### src/rtl/pipeline_pkg.sv
// Shared types and constants for the five-stage pipeline hazard logic.
package pipeline_pkg;

   typedef enum logic [1:0] {
      FWD_RF  = 2'b00,
      FWD_MEM = 2'b01,
      FWD_WB  = 2'b10
   } fwd_sel_t;

   typedef enum logic {
      RUN      = 1'b0,
      MEM_WAIT = 1'b1
   } hzd_state_t;

   localparam int unsigned REG_ZERO = 0;
   // Wide enough for MEM_LAT-2 with MEM_LAT up to 7.
   localparam int WAIT_W = 3;

endpackage

### src/rtl/hazard_control_unit_if.sv
// Pipeline status in, stage-register controls and forwarded operands out.
import pipeline_pkg::*;

interface hazard_control_unit_if #(
   parameter int DATA_W = 32,
   parameter int REG_AW = 5,
   parameter int CNT_W  = 16
);
   logic [REG_AW-1:0] rs_id, rt_id;
   logic              uses_rt_id;
   logic [REG_AW-1:0] rs_ex, rt_ex, wreg_ex;
   logic              regwrite_ex, memread_ex;
   logic [REG_AW-1:0] wreg_mem;
   logic              regwrite_mem, memread_mem;
   logic [REG_AW-1:0] wreg_wb;
   logic              regwrite_wb;
   logic              branch_taken_mem;
   logic [DATA_W-1:0] rs_data_ex, rt_data_ex, alu_result_mem, wb_data;

   logic              pc_write, if_id_write, id_ex_write, ex_mem_write, mem_wb_write;
   logic              if_id_flush, id_ex_flush, ex_mem_flush;
   fwd_sel_t          forward_a, forward_b;
   logic [DATA_W-1:0] alu_in_a, fwd_rt_data;
   logic [CNT_W-1:0]  stall_cycles;

   modport slave (
      input  rs_id, rt_id, uses_rt_id, rs_ex, rt_ex, wreg_ex, regwrite_ex, memread_ex,
             wreg_mem, regwrite_mem, memread_mem, wreg_wb, regwrite_wb, branch_taken_mem,
             rs_data_ex, rt_data_ex, alu_result_mem, wb_data,
      output pc_write, if_id_write, id_ex_write, ex_mem_write, mem_wb_write,
             if_id_flush, id_ex_flush, ex_mem_flush, forward_a, forward_b,
             alu_in_a, fwd_rt_data, stall_cycles
   );

   modport master (
      output rs_id, rt_id, uses_rt_id, rs_ex, rt_ex, wreg_ex, regwrite_ex, memread_ex,
             wreg_mem, regwrite_mem, memread_mem, wreg_wb, regwrite_wb, branch_taken_mem,
             rs_data_ex, rt_data_ex, alu_result_mem, wb_data,
      input  pc_write, if_id_write, id_ex_write, ex_mem_write, mem_wb_write,
             if_id_flush, id_ex_flush, ex_mem_flush, forward_a, forward_b,
             alu_in_a, fwd_rt_data, stall_cycles
   );
endinterface

### src/rtl/forward_select.sv
// Per-operand forwarding decode and operand mux; MEM beats WB, loads never forward from MEM.
module forward_select
   import pipeline_pkg::*;
#(
   parameter int DATA_W = 32,
   parameter int REG_AW = 5,
   parameter int FWD_EN = 1
) (
   input  logic [REG_AW-1:0] src,
   input  logic [REG_AW-1:0] wreg_mem,
   input  logic              regwrite_mem,
   input  logic              memread_mem,
   input  logic [REG_AW-1:0] wreg_wb,
   input  logic              regwrite_wb,
   input  logic              force_rf,
   input  logic [DATA_W-1:0] rf_data,
   input  logic [DATA_W-1:0] mem_data,
   input  logic [DATA_W-1:0] wb_data,
   output fwd_sel_t          sel,
   output logic [DATA_W-1:0] data
);
   logic mem_hit, wb_hit;

   assign mem_hit = regwrite_mem && !memread_mem &&
                    (wreg_mem != REG_AW'(REG_ZERO)) && (wreg_mem == src);
   assign wb_hit  = regwrite_wb && (wreg_wb != REG_AW'(REG_ZERO)) && (wreg_wb == src);

   always_comb begin
      sel = FWD_RF;
      if (!force_rf && (FWD_EN != 0)) begin
         if (mem_hit)
            sel = FWD_MEM;
         else if (wb_hit)
            sel = FWD_WB;
      end
   end

   always_comb begin
      data = rf_data;
      case (sel)
         FWD_MEM: data = mem_data;
         FWD_WB:  data = wb_data;
         default: data = rf_data;
      endcase
   end
endmodule

### src/rtl/hazard_control_unit.sv
// Hazard/forwarding controller: load-use and RAW stalls, branch flushes,
// multi-cycle load freeze and a saturating stall-cycle counter.
module hazard_control_unit
   import pipeline_pkg::*;
#(
   parameter int DATA_W  = 32,
   parameter int REG_AW  = 5,
   parameter int MEM_LAT = 1,
   parameter int FWD_EN  = 1,
   parameter int CNT_W   = 16
) (
   input  logic                  clk,
   input  logic                  reset,
   hazard_control_unit_if.slave  hz
);
   localparam logic [WAIT_W-1:0] WAIT_LOAD = (MEM_LAT > 1) ? WAIT_W'(MEM_LAT - 2) : '0;

   hzd_state_t        state_reg, state_next;
   logic [WAIT_W-1:0] wait_cnt_reg, wait_cnt_next;
   logic [CNT_W-1:0]  stall_cycles_reg;
   logic              pc_write, if_id_write, id_ex_write, ex_mem_write, mem_wb_write;
   logic              if_id_flush, id_ex_flush, ex_mem_flush;
   logic              load_use, raw_stall;

   logic [REG_AW-1:0] op_src [2];
   logic [DATA_W-1:0] op_rf  [2];
   logic [DATA_W-1:0] op_out [2];
   fwd_sel_t          op_sel [2];

   function automatic logic hits_id(input logic [REG_AW-1:0] dst);
      return (dst != REG_AW'(REG_ZERO)) &&
             ((dst == hz.rs_id) || (hz.uses_rt_id && (dst == hz.rt_id)));
   endfunction

   assign op_src[0] = hz.rs_ex;
   assign op_src[1] = hz.rt_ex;
   assign op_rf[0]  = hz.rs_data_ex;
   assign op_rf[1]  = hz.rt_data_ex;

   genvar gi;
   generate
      for (gi = 0; gi < 2; gi++) begin : g_fwd
         forward_select #(.DATA_W(DATA_W), .REG_AW(REG_AW), .FWD_EN(FWD_EN)) u_sel (
            .src          (op_src[gi]),
            .wreg_mem     (hz.wreg_mem),
            .regwrite_mem (hz.regwrite_mem),
            .memread_mem  (hz.memread_mem),
            .wreg_wb      (hz.wreg_wb),
            .regwrite_wb  (hz.regwrite_wb),
            .force_rf     (reset),
            .rf_data      (op_rf[gi]),
            .mem_data     (hz.alu_result_mem),
            .wb_data      (hz.wb_data),
            .sel          (op_sel[gi]),
            .data         (op_out[gi])
         );
      end
   endgenerate

   // WB is not checked: the register file writes before it reads.
   assign load_use  = (FWD_EN != 0) && hz.memread_ex && hits_id(hz.wreg_ex);
   assign raw_stall = (FWD_EN == 0) &&
                      ((hz.regwrite_ex && hits_id(hz.wreg_ex)) ||
                       (hz.regwrite_mem && hits_id(hz.wreg_mem)));

   always_comb begin
      state_next    = state_reg;
      wait_cnt_next = wait_cnt_reg;
      pc_write      = 1'b1;
      if_id_write   = 1'b1;
      id_ex_write   = 1'b1;
      ex_mem_write  = 1'b1;
      mem_wb_write  = 1'b1;
      if_id_flush   = 1'b0;
      id_ex_flush   = 1'b0;
      ex_mem_flush  = 1'b0;
      if (reset) begin
         {pc_write, if_id_write, id_ex_write, ex_mem_write, mem_wb_write} = '0;
         {if_id_flush, id_ex_flush, ex_mem_flush} = '1;
      end else if (state_reg == MEM_WAIT) begin
         {pc_write, if_id_write, id_ex_write, ex_mem_write, mem_wb_write} = '0;
         if (wait_cnt_reg == '0)
            state_next = RUN;
         else
            wait_cnt_next = wait_cnt_reg - 1'b1;
      end else begin
         // A taken branch squashes the stalled instruction, so it wins.
         if (hz.branch_taken_mem) begin
            {if_id_flush, id_ex_flush, ex_mem_flush} = '1;
         end else if (load_use || raw_stall) begin
            pc_write    = 1'b0;
            if_id_write = 1'b0;
            id_ex_flush = 1'b1;
         end
         if (hz.memread_mem && (MEM_LAT > 1)) begin
            state_next    = MEM_WAIT;
            wait_cnt_next = WAIT_LOAD;
         end
      end
   end

   always_ff @(posedge clk) begin
      if (reset) begin
         state_reg        <= RUN;
         wait_cnt_reg     <= '0;
         stall_cycles_reg <= '0;
      end else begin
         state_reg    <= state_next;
         wait_cnt_reg <= wait_cnt_next;
         if (!pc_write && (stall_cycles_reg != '1))
            stall_cycles_reg <= stall_cycles_reg + 1'b1;
      end
   end

   assign hz.pc_write     = pc_write;
   assign hz.if_id_write  = if_id_write;
   assign hz.id_ex_write  = id_ex_write;
   assign hz.ex_mem_write = ex_mem_write;
   assign hz.mem_wb_write = mem_wb_write;
   assign hz.if_id_flush  = if_id_flush;
   assign hz.id_ex_flush  = id_ex_flush;
   assign hz.ex_mem_flush = ex_mem_flush;
   assign hz.forward_a    = op_sel[0];
   assign hz.forward_b    = op_sel[1];
   assign hz.alu_in_a     = op_out[0];
   assign hz.fwd_rt_data  = op_out[1];
   assign hz.stall_cycles = stall_cycles_reg;
endmodule
### src/flat_wrapper.sv
// flat-port wrapper written by rule: the top's interface ports become plain ports
module hazard_control_unit_flat import pipeline_pkg::*;
#(
   parameter int DATA_W  = 32,
   parameter int REG_AW  = 5,
   parameter int MEM_LAT = 1,
   parameter int FWD_EN  = 1,
   parameter int CNT_W   = 16
)
  (clk, reset, hz_rs_id, hz_rt_id, hz_uses_rt_id, hz_rs_ex, hz_rt_ex, hz_wreg_ex, hz_regwrite_ex, hz_memread_ex, hz_wreg_mem, hz_regwrite_mem, hz_memread_mem, hz_wreg_wb, hz_regwrite_wb, hz_branch_taken_mem, hz_rs_data_ex, hz_rt_data_ex, hz_alu_result_mem, hz_wb_data, hz_pc_write, hz_if_id_write, hz_id_ex_write, hz_ex_mem_write, hz_mem_wb_write, hz_if_id_flush, hz_id_ex_flush, hz_ex_mem_flush, hz_forward_a, hz_forward_b, hz_alu_in_a, hz_fwd_rt_data, hz_stall_cycles);
  hazard_control_unit_if #(.DATA_W(DATA_W), .REG_AW(REG_AW), .CNT_W(CNT_W)) hz_i ();
  input  logic clk;
  input  logic reset;
  input wire logic [$bits(hz_i.rs_id)-1:0] hz_rs_id;
  input wire logic [$bits(hz_i.rt_id)-1:0] hz_rt_id;
  input wire logic [$bits(hz_i.uses_rt_id)-1:0] hz_uses_rt_id;
  input wire logic [$bits(hz_i.rs_ex)-1:0] hz_rs_ex;
  input wire logic [$bits(hz_i.rt_ex)-1:0] hz_rt_ex;
  input wire logic [$bits(hz_i.wreg_ex)-1:0] hz_wreg_ex;
  input wire logic [$bits(hz_i.regwrite_ex)-1:0] hz_regwrite_ex;
  input wire logic [$bits(hz_i.memread_ex)-1:0] hz_memread_ex;
  input wire logic [$bits(hz_i.wreg_mem)-1:0] hz_wreg_mem;
  input wire logic [$bits(hz_i.regwrite_mem)-1:0] hz_regwrite_mem;
  input wire logic [$bits(hz_i.memread_mem)-1:0] hz_memread_mem;
  input wire logic [$bits(hz_i.wreg_wb)-1:0] hz_wreg_wb;
  input wire logic [$bits(hz_i.regwrite_wb)-1:0] hz_regwrite_wb;
  input wire logic [$bits(hz_i.branch_taken_mem)-1:0] hz_branch_taken_mem;
  input wire logic [$bits(hz_i.rs_data_ex)-1:0] hz_rs_data_ex;
  input wire logic [$bits(hz_i.rt_data_ex)-1:0] hz_rt_data_ex;
  input wire logic [$bits(hz_i.alu_result_mem)-1:0] hz_alu_result_mem;
  input wire logic [$bits(hz_i.wb_data)-1:0] hz_wb_data;
  output wire logic [$bits(hz_i.pc_write)-1:0] hz_pc_write;
  output wire logic [$bits(hz_i.if_id_write)-1:0] hz_if_id_write;
  output wire logic [$bits(hz_i.id_ex_write)-1:0] hz_id_ex_write;
  output wire logic [$bits(hz_i.ex_mem_write)-1:0] hz_ex_mem_write;
  output wire logic [$bits(hz_i.mem_wb_write)-1:0] hz_mem_wb_write;
  output wire logic [$bits(hz_i.if_id_flush)-1:0] hz_if_id_flush;
  output wire logic [$bits(hz_i.id_ex_flush)-1:0] hz_id_ex_flush;
  output wire logic [$bits(hz_i.ex_mem_flush)-1:0] hz_ex_mem_flush;
  output wire logic [$bits(hz_i.forward_a)-1:0] hz_forward_a;
  output wire logic [$bits(hz_i.forward_b)-1:0] hz_forward_b;
  output wire logic [$bits(hz_i.alu_in_a)-1:0] hz_alu_in_a;
  output wire logic [$bits(hz_i.fwd_rt_data)-1:0] hz_fwd_rt_data;
  output wire logic [$bits(hz_i.stall_cycles)-1:0] hz_stall_cycles;
  assign hz_i.rs_id = hz_rs_id;
  assign hz_i.rt_id = hz_rt_id;
  assign hz_i.uses_rt_id = hz_uses_rt_id;
  assign hz_i.rs_ex = hz_rs_ex;
  assign hz_i.rt_ex = hz_rt_ex;
  assign hz_i.wreg_ex = hz_wreg_ex;
  assign hz_i.regwrite_ex = hz_regwrite_ex;
  assign hz_i.memread_ex = hz_memread_ex;
  assign hz_i.wreg_mem = hz_wreg_mem;
  assign hz_i.regwrite_mem = hz_regwrite_mem;
  assign hz_i.memread_mem = hz_memread_mem;
  assign hz_i.wreg_wb = hz_wreg_wb;
  assign hz_i.regwrite_wb = hz_regwrite_wb;
  assign hz_i.branch_taken_mem = hz_branch_taken_mem;
  assign hz_i.rs_data_ex = hz_rs_data_ex;
  assign hz_i.rt_data_ex = hz_rt_data_ex;
  assign hz_i.alu_result_mem = hz_alu_result_mem;
  assign hz_i.wb_data = hz_wb_data;
  assign hz_pc_write = hz_i.pc_write;
  assign hz_if_id_write = hz_i.if_id_write;
  assign hz_id_ex_write = hz_i.id_ex_write;
  assign hz_ex_mem_write = hz_i.ex_mem_write;
  assign hz_mem_wb_write = hz_i.mem_wb_write;
  assign hz_if_id_flush = hz_i.if_id_flush;
  assign hz_id_ex_flush = hz_i.id_ex_flush;
  assign hz_ex_mem_flush = hz_i.ex_mem_flush;
  assign hz_forward_a = hz_i.forward_a;
  assign hz_forward_b = hz_i.forward_b;
  assign hz_alu_in_a = hz_i.alu_in_a;
  assign hz_fwd_rt_data = hz_i.fwd_rt_data;
  assign hz_stall_cycles = hz_i.stall_cycles;
  hazard_control_unit #(.DATA_W(DATA_W), .REG_AW(REG_AW), .MEM_LAT(MEM_LAT), .FWD_EN(FWD_EN), .CNT_W(CNT_W)) u_core (.clk(clk), .reset(reset), .hz(hz_i));
endmodule
### config.mk
export PLATFORM = sky130hd
export DESIGN_NAME = hazard_control_unit_flat
export DESIGN_NICKNAME = d
export VERILOG_FILES = /design/src/rtl/pipeline_pkg.sv /design/src/rtl/hazard_control_unit_if.sv /design/src/rtl/forward_select.sv /design/src/rtl/hazard_control_unit.sv /design/src/flat_wrapper.sv
export SDC_FILE = /design/constraint.sdc
export NUM_CORES = 1
export LEC_CHECK = 0
export ABC_AREA = 1
export CORE_AREA = 2 2 102 104
export DETAILED_ROUTE_END_ITERATION = 16
export DIE_AREA = 0 0 104 106
export GPL_ROUTABILITY_DRIVEN = 0
export PLACE_DENSITY = 0.85
export SETUP_SLACK_MARGIN = 0.4
export SYNTH_ARGS = -nofsm -noshare
export SYNTH_HDL_FRONTEND = slang
export SYNTH_SLANG_ARGS = --single-unit
### constraint.sdc
create_clock -name clk -period 3.5 [get_ports clk]
set_input_delay 1.05 -clock clk [delete_from_list [all_inputs] [get_ports clk]]
set_output_delay 1.05 -clock clk [all_outputs]
set_load 0.01 [all_outputs]
==> flow_summary.yaml <==
sta:
  slew_viol_final: 0
  finClkSkew_ps: 1.08
  rsz0062_at_grt: "true"
  setup_ws_ps: -192
  tightestPinTransition_ps: 419
  finalHoldViolCount: 0
  fmax_mhz: 271
  max_slew_margin_pct: 72.0
  setup_viol: 65
  hold_ws_ps: 457
  fin_crit_sh_pct: 105
  min_period_ps: 3690
  timing.setup.tns_ps: -7690
logic_synthesis:
  yosysTopAreaCell: "nand2_1"
  synth-edff-count: 0
  netlist_area_mm2: 0.00312
  synth_top_area_share_pct: 30.6
  yosysMostFrequentCell: "nand2_1"
  ys.warnings.count: 0
  synthesis.nets: 776
  synth.top_cells.by_count: "nand2_1, inv_1, nand3_1"
  ys_seq_elements: 20
  ys_top_cells_by_area: "nand2_1, dfxtp_1, inv_1, nand3_1, xnor2_1"
  avgSynthCellArea_um2: 5.19
  syn_inst: 601
  yosysSeqAreaShare_pct: 12.8
  synth_flop_cell: "dfxtp_1"
  yosysUniqueCellTypes: 29
  async_reset_ff_share_pct: 0
finish:
  antenna_cells: 0
  largest_reg_flops: 16
  nets: 1095
  fill_cells: 640
  fin_util_pct: 76.2
  drive_above_1_share_pct: 40.6
  syn_to_final_growth_pct: 145
power:
  p_int_uw: 685
  ir_drop_v: 0.000276
  leakage_nw: 3.59
  p_switching_uw: 344
  power_per_cell_area_mw_per_mm2: 135
  clkPwrFrac_pct: 17.0
  power_mw: 1.03
  combPwrFrac_pct: 60.4
  seq_power_share_pct: 22.6
  sw_frac_of_total_pct: 33.4
clock_network:
  tritoncts: "yes"
  cts_buffers: 3
  clockBufferDepth: 2
  cts-htree-levels: 1
  clock_sinks: 20
  path_clk_slew_ps: 70
  cts_root_buf: "clkbuf_8"
  clock_latency_ps: 260
  ctsHoldBuffers: 0
global_route:
  grt_max_degree: 24
  grt_overflow: 0
  grt_pass1_wl_um: 25600
  antenna_found_initial: 0
  grtUsageTotal_pct: 28.6
  grt_pass1_vias: 5076
worst_setup_path:
  cp-endpoint: "hz_alu_in_a[24]"
  cp_max_fo: 6
  startpoint_type: "primary input"
  startpoint: "hz_rs_ex[0]"
  critPathKind: "primary input to output port"
  ff2ff_path_depth: 8
  required_ps: 2450
  arrival_ps: 2640
  endpoint_kind: "output port"
  r2r_slack_ps: 1710
  timing.rr.start: "u_core.hz.stall_cycles[0]"
  worstReg2RegEnd: "u_core.hz.stall_cycles[4]"
route:
  postRouteAntennaNets: 0
  drc: 0
  drtIter0Drc: 413
  vias: 5497
  drt_wl_total_um: 20000
  vias_per_cell: 5.21
  wl_per_cell_um: 19.0
  drt-pass1-iter-count: 7
floorplan:
  dieArea_mm2: 0.0110
  core_region_area_mm2: 0.0100
  fp.dieW_um: 104
  num_rows: 37
  initial_utilization_pct: 31.2
  die_h_um: 106
  io_pins: 264
flow_run:
  max_cap_violations: 0
placement:
  dpl.hpwl_um: 11000
  io_buffers: 262
run_status:
  status: "complete, but fails checks"
  violations: "setup timing"
hold_path:
  hp-class: "register to register"
layer usage:
metal	wire length (µm)	share of wire, %	global-route usage, %
met3	1950	9.7	7.54
met2	10000	50	53.6
met4	1290	6.4	12.9
met1	6790	34	30.0
met5	0	0	0
power groups by stage:
stage / Clock, mW / Sequential [mW] / Combinational (mW)
after floorplan: 0 / 0.238 / 0.154
after global routing: 0.191 / 0.233 / 0.652
after detailed placement: 0 / 0.238 / 0.504
after global placement: 0 / 0.237 / 0.499
after CTS: 0.181 / 0.232 / 0.524
final: 0.175 / 0.232 / 0.622
how the worst min path moves through the flow:
stage,endpoint,cells after the start,startpoint
finish,u_core.wait_cnt_reg[0],1,u_core.wait_cnt_reg[0]
global route,u_core.wait_cnt_reg[0],1,u_core.wait_cnt_reg[0]
CTS,u_core.wait_cnt_reg[0],1,u_core.wait_cnt_reg[0]
detailed placement,u_core.wait_cnt_reg[0],1,u_core.wait_cnt_reg[0]
global placement,u_core.wait_cnt_reg[0],1,u_core.wait_cnt_reg[0]
floorplan,u_core.wait_cnt_reg[0],1,u_core.wait_cnt_reg[0]
cell type report:
type | count | area (µm²) | area share, %
timing repair buffer | 342 | 3660 | 48.0
multi-input combinational | 459 | 2980 | 39.1
sequential | 20 | 400 | 5.25
inverter | 94 | 358 | 4.69
tap | 136 | 170 | 2.23
clock buffer | 4 | 55.1 | 0.722
per-stage QoR:
stage                     area (µm²)  worst slack (ps)  cells
after floorplan                 3150               398    601
after global placement          6110              -930   1008
final                           7620              -192   1055
after CTS                       6890              -122   1045
after detailed placement        6110              -943   1008
after global routing            7620              -292   1055
logic make-up (layout without fill, tap and decap cells):
kind of cell | count (synthesis) | count (layout) | share of synthesized area [%]
xor gates and xnor gates | 33 | 33 | 9.27
and+or+nand+nor | 365 | 365 | 49.5
AOI/OAI and AO/OA | 58 | 58 | 9.55
buffers and inverters | 122 | 440 | 17.6
adders and majority gates | 3 | 3 | 1.20
DFF | 20 | 20 | 12.8
placed cells by master (no fill, tap or decap), types with 11 or more instances in the layout:
cell type / synthesis / routed
buf_4: 8 / 23
dfxtp_1: 20 / 20
nand3_1: 56 / 22
nor2_1: 32 / 26
buf_2: 10 / 27
buf_6: 5 / 86
xnor2_1: 22 / 12
xor2_1: 11 / 11
o21ai_1: 0 / 15
a21oi_1: 19 / 18
nand3_2: 2 / 35
o21ai_2: 0 / 12
buf_8: 1 / 12
nand2_2: 4 / 56
buf_12: 0 / 14
inv_1: 89 / 84
clkdlybuf4s50_1: 0 / 146
nand2_4: 1 / 43
nand2_1: 254 / 160
clkbuf_2: 0 / 11
repair_timing:
action,4_1_cts,5_1_grt
resized for setup,587,197
buffers inserted,25,7
pin swaps,66,59
setup endpoints to repair,76,71
gates cloned,8,3
worst max-delay path: stages:
cell       delay (ps)
buf_2             130
xnor2_1           200
nand3_1           150
nor2_2            130
nand2_2           110
nor2_4            170
buf_6             160
buf_12            120
clkbuf_16         150
nand2_1            80
nand3_2            90
buf_6             100
Note: power is estimated with default switching activity, not from simulation.
